==> config.mk <==
export PLATFORM = sky130hd
export DESIGN_NAME = dram_port_arbiter
export DESIGN_NICKNAME = d
export VERILOG_FILES = /design/src/rtl/dram_arb_pkg.sv /design/src/rtl/dram_port_arbiter_rr_priority_pick.sv /design/src/rtl/dram_port_arbiter.sv
export SDC_FILE = /design/constraint.sdc
export NUM_CORES = 1
export LEC_CHECK = 0
export BUFFER_PORTS_ARGS = -buffer_cell sky130_fd_sc_hd__buf_2
export CELL_PAD_IN_SITES_DETAIL_PLACEMENT = 1
export CELL_PAD_IN_SITES_GLOBAL_PLACEMENT = 2
export CORE_MARGIN = 2
export CORE_UTILIZATION = 11
export DETAILED_ROUTE_END_ITERATION = 10
export PLACE_DENSITY = 0.88
export SLEW_MARGIN = 20
export SYNTH_ARGS = -nofsm -noshare
export SYNTH_HDL_FRONTEND = slang
export SYNTH_SLANG_ARGS = --single-unit
==> constraint.sdc <==
create_clock -name clk -period 1.9 [get_ports clk]
set_input_delay 0.19 -clock clk [delete_from_list [all_inputs] [get_ports clk]]
set_output_delay 0.19 -clock clk [all_outputs]
set_load 0.05 [all_outputs]
==> src/rtl/dram_arb_pkg.sv <==
// dram_arb_pkg: shared state encoding and grant helpers for the DRAM port arbiter
package dram_arb_pkg;

    typedef enum logic [1:0] {IDLE, BUSY, HOLD} state_t;

    localparam int MAX_REQ = 8;

    function automatic logic [2:0] onehot_to_index(input logic [MAX_REQ-1:0] v);
        logic [2:0] idx;
        idx = '0;
        for (int i = 0; i < MAX_REQ; i++)
            if (v[i]) idx = idx | 3'(i);
        return idx;
    endfunction

endpackage

==> src/rtl/dram_port_arbiter_rr_priority_pick.sv <==
// rr_priority_pick: first active requester scanning upward from rrPtr, modulo NUM_REQ
module rr_priority_pick #(
    parameter int NUM_REQ = 4,
    parameter int IDX_W   = 2
) (
    input  logic [NUM_REQ-1:0] req,
    input  logic [IDX_W-1:0]   rrPtr,
    output logic [NUM_REQ-1:0] winner,
    output logic               any
);

    logic [NUM_REQ-1:0] rot;
    logic [NUM_REQ-1:0] low;

    // Rotate so rrPtr sits at bit 0, isolate the lowest set bit, rotate back.
    assign rot    = NUM_REQ'({req, req} >> rrPtr);
    assign low    = rot & (~rot + NUM_REQ'(1));
    assign winner = NUM_REQ'(({low, low} << rrPtr) >> NUM_REQ);
    assign any    = |req;

endmodule

==> src/rtl/dram_port_arbiter.sv <==
// dram_port_arbiter: round-robin owner of the single DRAM port with optional burst lock
module dram_port_arbiter
    import dram_arb_pkg::*;
#(
    parameter int NUM_REQ    = 4,
    parameter int ADDR_WIDTH = 32,
    parameter int DATA_WIDTH = 32
) (
    input  logic                       clk,
    input  logic                       reset,
    input  logic [NUM_REQ-1:0]         reqRead,
    input  logic [NUM_REQ-1:0]         reqWrite,
    input  logic [NUM_REQ-1:0]         reqLock,
    input  logic [NUM_REQ*ADDR_WIDTH-1:0] reqAddress,
    input  logic [NUM_REQ*DATA_WIDTH-1:0] reqWriteData,
    output logic [DATA_WIDTH-1:0]      reqReadData,
    output logic [NUM_REQ-1:0]         reqValid,
    output logic [NUM_REQ-1:0]         grant,
    output logic [ADDR_WIDTH-1:0]      dramAddress,
    output logic [DATA_WIDTH-1:0]      dramWriteData,
    output logic                       dramWriteEnable,
    output logic                       dramReadEnable,
    input  logic [DATA_WIDTH-1:0]      dramReadData,
    input  logic                       dramValid
);

    localparam int IDX_W = $clog2(NUM_REQ);

    state_t             state;
    logic [IDX_W-1:0]   rrPtr;
    logic [IDX_W-1:0]   gIdx;
    logic [NUM_REQ-1:0] active;
    logic [NUM_REQ-1:0] pickWin;
    logic               pickAny;
    logic               ownActive;
    logic               ownLock;
    logic               ownWrite;
    logic               busy;

    assign active    = reqRead | reqWrite;
    assign ownActive = |(active & grant);
    assign ownLock   = |(reqLock & grant);
    assign ownWrite  = |(reqWrite & grant);
    assign busy      = state == BUSY;
    assign gIdx      = IDX_W'(onehot_to_index(MAX_REQ'(grant)));

    rr_priority_pick #(.NUM_REQ(NUM_REQ), .IDX_W(IDX_W)) u_pick (
        .req    (active),
        .rrPtr  (rrPtr),
        .winner (pickWin),
        .any    (pickAny)
    );

    // A write wins over a read when the owner raises both.
    assign dramWriteEnable = busy & ownWrite;
    assign dramReadEnable  = busy & |(reqRead & grant) & ~ownWrite;
    assign reqValid        = (busy && dramValid && ownActive) ? grant : '0;
    assign reqReadData     = dramReadData;

    // Route the owner's address and write data to the DRAM only while an access is live.
    always_comb begin
        dramAddress   = '0;
        dramWriteData = '0;
        for (int i = 0; i < NUM_REQ; i++)
            if (busy && grant[i]) begin
                dramAddress   = reqAddress[i*ADDR_WIDTH +: ADDR_WIDTH];
                dramWriteData = reqWriteData[i*DATA_WIDTH +: DATA_WIDTH];
            end
    end

    // Ownership FSM: arbitrate in IDLE, run one access in BUSY, keep a locked owner in HOLD.
    always_ff @(posedge clk) begin
        if (reset) begin
            state <= IDLE;
            grant <= '0;
            rrPtr <= '0;
        end else begin
            case (state)
                IDLE: if (pickAny) begin
                    grant <= pickWin;
                    state <= BUSY;
                end
                BUSY: if (!ownActive) begin
                    grant <= '0;
                    state <= IDLE;
                end else if (dramValid) begin
                    rrPtr <= (gIdx == IDX_W'(NUM_REQ-1)) ? '0 : gIdx + IDX_W'(1);
                    state <= ownLock ? HOLD : IDLE;
                    grant <= ownLock ? grant : '0;
                end
                HOLD: if (ownActive) begin
                    state <= BUSY;
                end else if (!ownLock) begin
                    grant <= '0;
                    state <= IDLE;
                end
                default: begin
                    grant <= '0;
                    state <= IDLE;
                end
            endcase
        end
    end

endmodule

==> Word-level counts from Yosys, hierarchy flattened <==
Cells that the tools add are included.
{ "op_classes": {"addsub": 2, "eq_ne": 7, "shift": 2, "muxes": 26, "bitwise_logic": 11, "reduce_logical": 15} }
{ "ops": {"columns": ["operator", "n"], "rows": [
  ["32-bit two-way mux", 8],
  ["4-bit two-way mux", 6],
  ["4-bit AND", 5],
  ["4-bit OR reduction", 5],
  ["2-bit two-way mux", 9],
  ["4-bit case mux with 3 select lines", 1],
  ["3-bit AND reduction", 3],
  ["8-bit by 2-bit << shifter with 8-bit output", 1],
  ["8-bit by 2-bit right shift with 4-bit output", 1],
  ["1-bit logical AND", 6],
  ["3-bit inequality test, second input constant", 2],
  ["2-bit case mux with 3 select lines", 1],
  ["4-bit by 1-bit adder with 4-bit output, second input constant", 1],
  ["2-bit equality test, second input constant", 2],
  ["2-bit inequality test, second input constant", 2],
  ["4-bit NOT", 1],
  ["4-bit OR", 1],
  ["1-bit AND", 3],
  ["2-bit by 1-bit adder with 2-bit output, second input constant", 1],
  ["2-bit by 1-bit equality test with 1-bit output, second input constant", 1],
  ["2-bit logical NOT", 1],
  ["1-bit two-way mux", 1],
  ["1-bit NOT", 1]
]} }
{ "totals": {"regBits": 8, "input_bits": 303} }

==> Depth between registers and ports, before layout <==
Gate-level depths: netlist (run 1).
{ "depth": {"depth_word": 8, "mapped_depth": 7, "depth_no_buf": 5} }

==> Modules after synthesis <==
A second synthesis (run 1) with hierarchy kept.
{ "unflattened": {"hier_cells": 417, "area_unflattened_um2": 3399.5} }
{ "by_module_without_submodules": {"columns": ["mod", "n_inst", "cells_per_inst", "area_each_um2", "seq_area_each_um2"], "rows": [
  ["dram_port_arbiter", 1, 398, 3281.9, 160.2],
  ["rr_priority_pick", 1, 19, 117.6, 0.0]
]} }

==> Least setup slack after synthesis (run 1) <==
OpenSTA, ideal clock, no wires.
{ "synth_timing": {"kind": "register -> output", "startpoint": "register grant[1]", "endpoint": "output port dramAddress[31]", "t_arrival_ps": 2446, "required_ps": 1710, "slack_ps": -736, "stages_incl_launch_ff": 7, "cell_sequence": "dfxtp_1 > buf_2 > and2_1 > buf_4 > a221o_1 > o21ai_0 > o21ai_0"} }
{ "synth_between": {"elab_chain_cells": 4} }
{ "synth_rtl": {"columns": ["item", "line_no", "source"], "rows": [
  ["start, declared", "dram_port_arbiter.sv:18", "output logic [NUM_REQ-1:0] grant,"],
  ["start signal, assigned", "dram_port_arbiter.sv:80", "grant <= pickWin;"],
  ["start signal, assigned", "dram_port_arbiter.sv:89", "grant <= ownLock ? grant : '0;"],
  ["1-bit logical AND", "dram_port_arbiter.sv:65", "if (busy && grant[i]) begin"],
  ["32-bit two-way mux (3 in a row)", "dram_port_arbiter.sv:65", null],
  ["end, declared", "dram_port_arbiter.sv:19", "output logic [ADDR_WIDTH-1:0] dramAddress,"]
]} }
Every way passes these cells.

==> Worst setup path after layout (run 1) <==
{ "layout_timing": {"startpoint": "register state[0]", "endpoint": "output port dramWriteData[28]"} }
{ "layout_between": {"elab_chain_cells": 6, "elab_cells_between_ends": 9} }
{ "layout_rtl": {"columns": ["item", "line_no", "source"], "rows": [
  ["start, declared", "dram_port_arbiter.sv:29", "state_t state;"],
  ["start signal, assigned", "dram_port_arbiter.sv:88", "state <= ownLock ? HOLD : IDLE;"],
  ["2-bit by 1-bit equality test with 1-bit output (*)", "dram_port_arbiter.sv:44", "assign busy = state == BUSY;"],
  ["1-bit logical AND", "dram_port_arbiter.sv:65", null],
  ["32-bit two-way mux (3 in a row)", "dram_port_arbiter.sv:65", null],
  ["32-bit two-way mux (*)", "dram_port_arbiter.sv:65", null],
  ["end, declared", "dram_port_arbiter.sv:20", "output logic [DATA_WIDTH-1:0] dramWriteData,"]
]} }
Mark *: on every way between the ends. The rest lies on a longest branch, timed or not.

==> results.cfg, run 1 <==
[status]
status = finished with violations
violations = setup timing

[timing]
setup-violations-final = 64
rsz0062_at_grt = yes
finalCritPeriodShare = 1.14
min_period_ps = 2170
tightest_slew_ps = 338
max-slew-margin-rel = 0.773
final_hold_viol_count = 0
fmax_ghz = 0.461
finalMaxSlewViolations = 0
fin_skew_ps = 2.47
fin_ws_ps = -269
setup-tns-final_ps = -11870

[logic_synthesis]
syn-num-nets = 713
syn_avg_cell_area_sq_um = 6.46
yosys_register_bits = 8
synthTopCellsByArea = a221o_1 24%, o21ai_1 23%, buf_4 12%
synth_top_area_share = 0.242
seq_area_frac_synth = 0.0605
synth_edf_count = 0
synth_flop_cell = dfxtp_1
async_flop_share = 0
ys_warn_count = 0
yosys.area.top_type = a221o_1
syn_area_sq_um = 2650
ys_types = 35
syn-instance-count = 410

[placed_design]
place.gp.congestion = 0.814
hpwl_um = 14800
io_buffer_count = 344

[cts]
numCtsBuffers = 3
cts_sinks = 8
cts_tree = built
cts_buffer_depth = 2
h-tree-depth = 1
cts_hold_buf = 0
cts-root-buf = clkbuf_16
clk_transition_reported_paths_ps = 40
insertion_delay_ps = 230

[drt]
first_pass_iters = 5
drc = 0
ant_nets = 0
wirelength_um = 20800
via_count = 4900
wl_per_cell_um = 19.1
drt_iter0_drc = 205
viasPerCell = 4.51

[final_layout]
n_antenna_cell = 0
mostFrequentLayoutCells = 275 x buf_2, 64 x a221o_1, 64 x nand2_1
final_common_cell = buf_2
nFillCells = 2832
drive_gt1_frac = 0.737
postLayoutCoreUtil = 0.298
nets = 1073
area_delta_synth_final_pct = 165

[global_route]
grt_overflow = 0
grt_pass1_vias = 5225
antenna_found_initial = 0
grt_util_all_layers = 0.147
grt_max_degree = 35
grt_pass1_wl_um = 29900

[power_and_ir_drop]
ir_drop_mv = 0.229
p_leak_uw = 0.00308
p_per_area_nw_per_um2 = 293

[die]
die-area_sq_um = 25300
start_util = 0.112
core-area_sq_um = 23500
ioPinCount = 409
die_w_um = 159
core.rowCount = 56
die_y_um = 159

[worst_setup_path]
path_buf_inv = 4
critPathSlowestCell = dfxtp_4
r2r-start = grant[0]
start_kind = flop
reg2reg_slack_ps = 150
crit_path_end_kind = output port
critPathMaxStageDelay_ps = 350
arrival_ps = 1980
required_ps = 1710
crit_top_cell = buf_12
path_depth = 9
r2r_cells = 7
critical_path.cell_chain = nor2b_4, buf_6, and2_4, buf_12, clkbuf_16, a221o_1, o21ai_1, o21ai_4, buf_12
critPathTopFamily = buffers and inverters
path_max_fanout = 6
crit_type = flop to output port
r2r_end = grant[3]

[min_path]
min-delay-start = reset
hold_path.class = input pin to flop
hold_depth = 2
hold-path-endpoint = rrPtr[0]

[flow_run]
drv_cap = 0
## timing repair
action / CTS / global route
setup endpoints to repair: 68 / 69
gates cloned: 6 / 5
gates resized for setup: 169 / 66
buffers inserted: 26 / 12
pin swaps: 17 / 19
endpoints found under the hold margin: 0 / 0
## metrics by stage
stage / worst slack [ps] / hold slack, ps / cells / power, uW / cell area [sq um]
after floorplan: -207 / 259 / 410 / 1070 / 3370
after global routing: -342 / 254 / 1087 / 2160 / 7010
after global placement: -84.7 / 380 / 1038 / 1400 / 5610
after detailed placement: -135 / 380 / 1038 / 1410 / 5610
after CTS: -258 / 227 / 1073 / 1990 / 6580
final: -269 / 247 / 1087 / 2060 / 7010
## worst max path at each step
stage                         to  slack, ps     start
3_5_place_dp     dramAddress[12]       -130  state[1]
3_3_place_gp     dramAddress[13]        -80  state[1]
6_report       dramWriteData[28]       -270  state[0]
4_1_cts          dramAddress[12]       -260  state[1]
5_1_grt        dramWriteData[28]       -340  state[0]
2_1_floorplan    dramAddress[31]       -210  grant[1]
## report_power, final
group	leakage, uW	internal [uW]	switching (uW)
logic	0.00297	721	792
registers	0.0000683	177	11.7
clock network	0.0000370	271	83.6
total	0.00308	1170	887
## cells by family (layout without fill, tap and decap cells)
family | after synthesis | count (layout) | share of synthesized area
muxes | 2 | 2 | 0.00756
and+or+nand+nor | 103 | 103 | 0.172
DFF | 8 | 8 | 0.0605
xor gates and xnor gates | 1 | 1 | 0.00331
buffers and inverters | 77 | 435 | 0.194
AOI/OAI and AO/OA | 219 | 219 | 0.562
## routing by layer
layer,global-route usage,up-vias,share of wire
li1,-,2270,-
met1,0.171,2332,0.39
met2,0.272,264,0.51
met3,0.0320,34,0.075
met4,0.0401,0,0.023
met5,0,-,0
## area by class of cell
class | count | area [sq um] | share of cell area
clock buffers | 3 | 75.1 | 0.0107
inverters | 2 | 7.51 | 0.00107
multi-input cells | 325 | 2930 | 0.418
flip-flops and latches | 8 | 173 | 0.0246
well taps | 319 | 399 | 0.0570
repair buffers | 430 | 3420 | 0.488
## synth_stat cells (7+ instances only)
| library cell | n |
|---|---|
| buf_4 | 43 |
| a221o_1 | 64 |
| o21ai_0 | 14 |
| dfxtp_1 | 8 |
| buf_2 | 9 |
| nor2_1 | 14 |
| clkbuf_1 | 16 |
| nand2_1 | 68 |
| o21ai_1 | 120 |
| buf_6 | 7 |
| and2_1 | 7 |
## state kept, by name, indices dropped and copies added (netlist names)
name,flops
rrPtr,2
state,2
grant,4
No activity file was read; power rests on OpenSTA's default activity.
==> inputs of run 2 (changes only) <==
Settings changed: BUFFER_PORTS_ARGS -buffer_cell sky130_fd_sc_hd__buf_2 to -buffer_cell sky130_fd_sc_hd__clkbuf_2.
==> run 2 against run 1 <==
The run still ends with setup timing left; sequential cell count unchanged; first-iteration DRC count increased by 41%; worst setup slack improved by 84 ps; final cell count decreased by 0.64%; clock skew increased by 1.2 ps; count of clock-buffer cells in the layout unchanged; utilization increased by 0.83 points; sequential share of layout area decreased by 0.14 points; non-clock buffer count decreased by 7; register-to-register slack got worse by 50 ps; critical endpoint is now dramAddress[26].
==> results.cfg, run 2 (synthesized netlist as in run 1, its figures left out) <==
[status]
status = finished with violations
violations = setup timing

[final_layout]
n_antenna_cell = 0
largest_register = grant
nets = 1066
mostFrequentLayoutCells = 275 x clkbuf_2, 67 x nand2_1, 65 x o21ai_2
postLayoutCoreUtil = 0.306
nFillCells = 2777
largestRegisters = grant x4, rrPtr x2, state x2
final_common_cell = clkbuf_2
finish.instance_area_sq_um = 7200
area_delta_synth_final_pct = 172
largest_register_ffs = 4
drive_gt1_frac = 0.757

[drt]
met1Wirelength_um = 8560
viasPerCell = 4.49
met2_length_um = 10700
first_pass_iters = 4
ant_nets = 0
wirelength_um = 21200
wl_met3_um = 1590
dr.max_layer_used = met4
drt_iter0_drc = 290
drc = 0
via_count = 4853
wl_per_cell_um = 19.7

[placed_design]
hpwl_um = 15100
placed_area_sq_um = 5920
dpl_worst_slack_ps = -116
place.gp.congestion = 0.804
io_buffer_count = 344

[die]
die-area_sq_um = 25300
start_util = 0.112
die_y_um = 159
core.rowCount = 56
die_w_um = 159
ioPinCount = 409
core-area_sq_um = 23500

[cts]
cts_hold_buf = 0
numCtsBuffers = 3
h-tree-depth = 1
cts_tree = built
clk_transition_reported_paths_ps = 40
cts_sinks = 8
cts-root-buf = clkbuf_16
cts_buffer_depth = 2
insertion_delay_ps = 240

[timing]
setup-tns-final_ps = -9260
fmax_ghz = 0.480
fin_ws_ps = -185
final_hold_viol_count = 0
max-slew-margin-rel = 0.774
fin_skew_ps = 3.64
finalCritPeriodShare = 1.10
finalMaxSlewViolations = 0
rsz0062_at_grt = yes
timing.hold.ws_ps = 233
min_period_ps = 2090
setup-violations-final = 64
tightest_slew_ps = 336

[min_path]
hold_path.class = input pin to flop

[worst_setup_path]
start_kind = flop
arrival_ps = 1900
path_max_fanout = 6
required_ps = 1710
crit_type = flop to output port
crit_path_end_kind = output port

[global_route]
grt_max_degree = 46
grt_overflow = 0
antenna_found_initial = 0
grt_util_all_layers = 0.150
grt_pass1_wl_um = 30400
grt_pass1_vias = 5409

[power_and_ir_drop]
p_per_area_nw_per_um2 = 300
p_leak_uw = 0.00316
ir_drop_mv = 0.264

[flow_run]
drv_cap = 0
run 2: cell count changes in the layout (fill, tap and decap cells not counted), sizes merged:
cell / change
buf: -285
clkbuf: +278
run 2: cell type report:
class / instances / area (sq um) / share of cell area
repair buffers: 423 / 3580 / 0.496
multi-input cells: 325 / 2980 / 0.413
well taps: 319 / 399 / 0.0554
flip-flops and latches: 8 / 168 / 0.0233
clock buffers: 3 / 75.1 / 0.0104
inverters: 2 / 7.51 / 0.00104
run 2: through the flow:
stage / instances / total power, uW
2_1_floorplan: 410 / 1070
3_3_place_gp: 1054 / 1500
3_5_place_dp: 1054 / 1510
4_1_cts: 1072 / 2100
5_1_grt: 1080 / 2260
6_report: 1080 / 2160
run 2: path summary, 6_finish.rpt:
path / start / endpoint / slack, ps / depth (start not counted)
worst max-delay path: state[1] / dramAddress[26] / -190 / 9
worst min register to register: grant[2] / grant[2] / 580 / 1
worst min-delay path: reset / rrPtr[0] / 230 / 2
worst max register to register: grant[0] / grant[1] / 100 / 7
run 2: repair_timing:
item                                    CTS  global route
resized for setup                       170            67
endpoints found under the hold margin     0             0
pin swaps                                32            25
gates cloned                              6             8
endpoints found under the setup margin   68            69
buffers inserted                         10             3
run 2: routing by layer:
layer | vias to the layer above | global-route usage
met3 | 28 | 0.0292
met1 | 2316 | 0.179
met5 | - | 0
met2 | 257 | 0.280
li1 | 2252 | -
met4 | 0 | 0.0281
run 2: critical path, cell delays in order, from the launching register on:
cell	delay, ps
dfxtp_2	310
buf_4	140
nor2b_4	140
and2_4	210
buf_12	150
clkbuf_16	160
a221o_1	170
o21ai_2	70
o21ai_4	150
buf_12	150
run 2: power breakdown:
part	switching, uW	internal, uW
registers	12.2	178
clock network	89.5	272
logic	818	793
==> inputs of run 3 (changes only) <==
Settings changed: CORE_ASPECT_RATIO set to 1.75, CORE_UTILIZATION 11 to 10, PLACE_DENSITY 0.88 to 0.84.
Clock period 1.9 ns to 1.8 ns, I/O delays scaled along.
==> run 3 against run 2 <==
Total power up 2.9%; hold slack worse by 1.1 ps; register-to-register slack worse by 20 ps; utilization down 3.0 points; critical path type unchanged; clock skew down 3.1 ps; wire length down 3.1%; highest routed layer unchanged; combinational power about the same; final cell count up 1.1%; the flow still finishes with violations (setup timing); non-clock buffer count up 9; global-route usage down 1.7 points.
==> results.cfg, run 3 (synthesized netlist as in run 1, its figures left out) <==
[placed_design]
place.gp.congestion = 0.820
numPlacedInstances = 1062
io_buffer_count = 344
hpwl_um = 16200
placed_area_sq_um = 5980

[worst_setup_path]
reg2reg_slack_ps = 80
endpoint = dramWriteData[7]
r2r-start = grant[2]
r2r_end = grant[3]
crit_path_end_kind = output port
arrival_ps = 1900
required_ps = 1620
path_max_fanout = 13
crit_type = flop to output port
r2r_cells = 7
cp-startpoint = state[1]
start_kind = flop

[status]
status = finished with violations
violations = setup timing

[final_layout]
drive_gt1_frac = 0.733
nets = 1076
largest_register = grant
final_common_cell = clkbuf_2
finish.instance_area_sq_um = 7160
postLayoutCoreUtil = 0.276
area_delta_synth_final_pct = 171
largest_register_ffs = 4
nFillCells = 3095
largestRegisters = grant x4, rrPtr x2, state x2
n_antenna_cell = 0
instances_no_fill = 1092
mostFrequentLayoutCells = 275 x clkbuf_2, 64 x a221o_1, 61 x nand2_1

[die]
core.rowCount = 78
start_util = 0.102
die_w_um = 127
die-area_sq_um = 27800
core-area_sq_um = 26000
die_y_um = 219
ioPinCount = 409

[timing]
setup-violations-final = 65
finalCritPeriodShare = 1.16
fin_skew_ps = 0.555
tightest_slew_ps = 327
rsz0062_at_grt = yes
timing.hold.ws_ps = 231
min_period_ps = 2080
final_hold_viol_count = 0
max-slew-margin-rel = 0.780
fin_ws_ps = -280
fmax_ghz = 0.481
finalMaxSlewViolations = 0

[drt]
wl_per_cell_um = 18.8
drt_iter0_drc = 156
drc = 0
via_count = 4852
first_pass_iters = 4
viasPerCell = 4.44
wirelength_um = 20600
ant_nets = 0

[global_route]
grt_max_degree = 28
grt_pass1_vias = 5332
grt_util_all_layers = 0.134
grt_overflow = 0
antenna_found_initial = 0
grt_pass1_wl_um = 29100

[cts]
clk_transition_reported_paths_ps = 40
numCtsBuffers = 3
insertion_delay_ps = 230
cts_tree = built
cts_hold_buf = 0
cts_buffer_depth = 2
cts-root-buf = clkbuf_16
h-tree-depth = 1
cts_sinks = 8

[power_and_ir_drop]
p_per_area_nw_per_um2 = 311
p_sw_uw = 938
ir_drop_mv = 0.219
switching_share = 0.422
p_seq_frac = 0.088
pwr-share-comb = 0.735
p_leak_uw = 0.00321
power_uw = 2220
clkPwrFrac = 0.177
p_int_uw = 1290

[min_path]
hold_path.class = input pin to flop

[flow_run]
drv_cap = 0
==> run 3: cell types whose count changed in the layout (fill, tap and decap cells not counted), sizes merged <==
| cell | change |
|---|---|
| and2 | +1 |
| clkbuf | +5 |
| buf | +4 |
| bufbuf | +1 |
==> run 3: critical path, cell delays in order, from the launching register on <==
cell	delay (ps)
dfxtp_4	350
nand2b_4	150
nor3b_4	210
buf_6	180
clkbuf_16	190
a221o_1	190
o21ai_2	90
o21ai_4	140
buf_12	150
==> run 3: cell type report <==
cell class	instances	area, sq um	share of cell area
clock buffers	4	78.8	0.0110
flip-flops and latches	8	180	0.0252
multi-input cells	326	2830	0.395
well taps	320	400	0.0559
repair buffers	432	3670	0.512
inverters	2	7.51	0.00105
==> run 3: how the worst min path moves through the flow <==
stage                           from              end  cells past startpoint
floorplan                      reset         state[0]                      1
global placement    dramReadData[26]  reqReadData[26]                      0
detailed placement  dramReadData[26]  reqReadData[26]                      0
CTS                            reset         state[0]                      2
global route                   reset         state[0]                      2
finish                         reset         state[0]                      2
==> run 3: metal layers <==
metal | vias up | GRT usage | share of wire
met5 | - | 0 | 0
met4 | 0 | 0.0634 | 0.042
met3 | 54 | 0.0183 | 0.063
met2 | 251 | 0.271 | 0.57
met1 | 2277 | 0.129 | 0.32
li1 | 2270 | - | -
==> run 3: metrics by stage <==
step / TNS [ps] / setup slack [ps]
global route: -19600 / -366
finish: -13900 / -280
CTS: -15080 / -341
global placement: -2360 / -130
detailed placement: -4410 / -179
floorplan: -4320 / -306
==> run 3: power by group through the flow <==
stage	registers, uW	clock network [uW]	logic, uW
floorplan	217	0	900
global placement	201	0	1390
finish	197	393	1640
detailed placement	201	0	1410
CTS	199	402	1560
global route	198	409	1730
==> run 3: repair_timing <==
action | in CTS | in global routing
cloned | 7 | 3
resized for setup | 146 | 64
pin swaps | 11 | 36
setup buffers | 16 | 0
setup endpoints to repair | 70 | 73
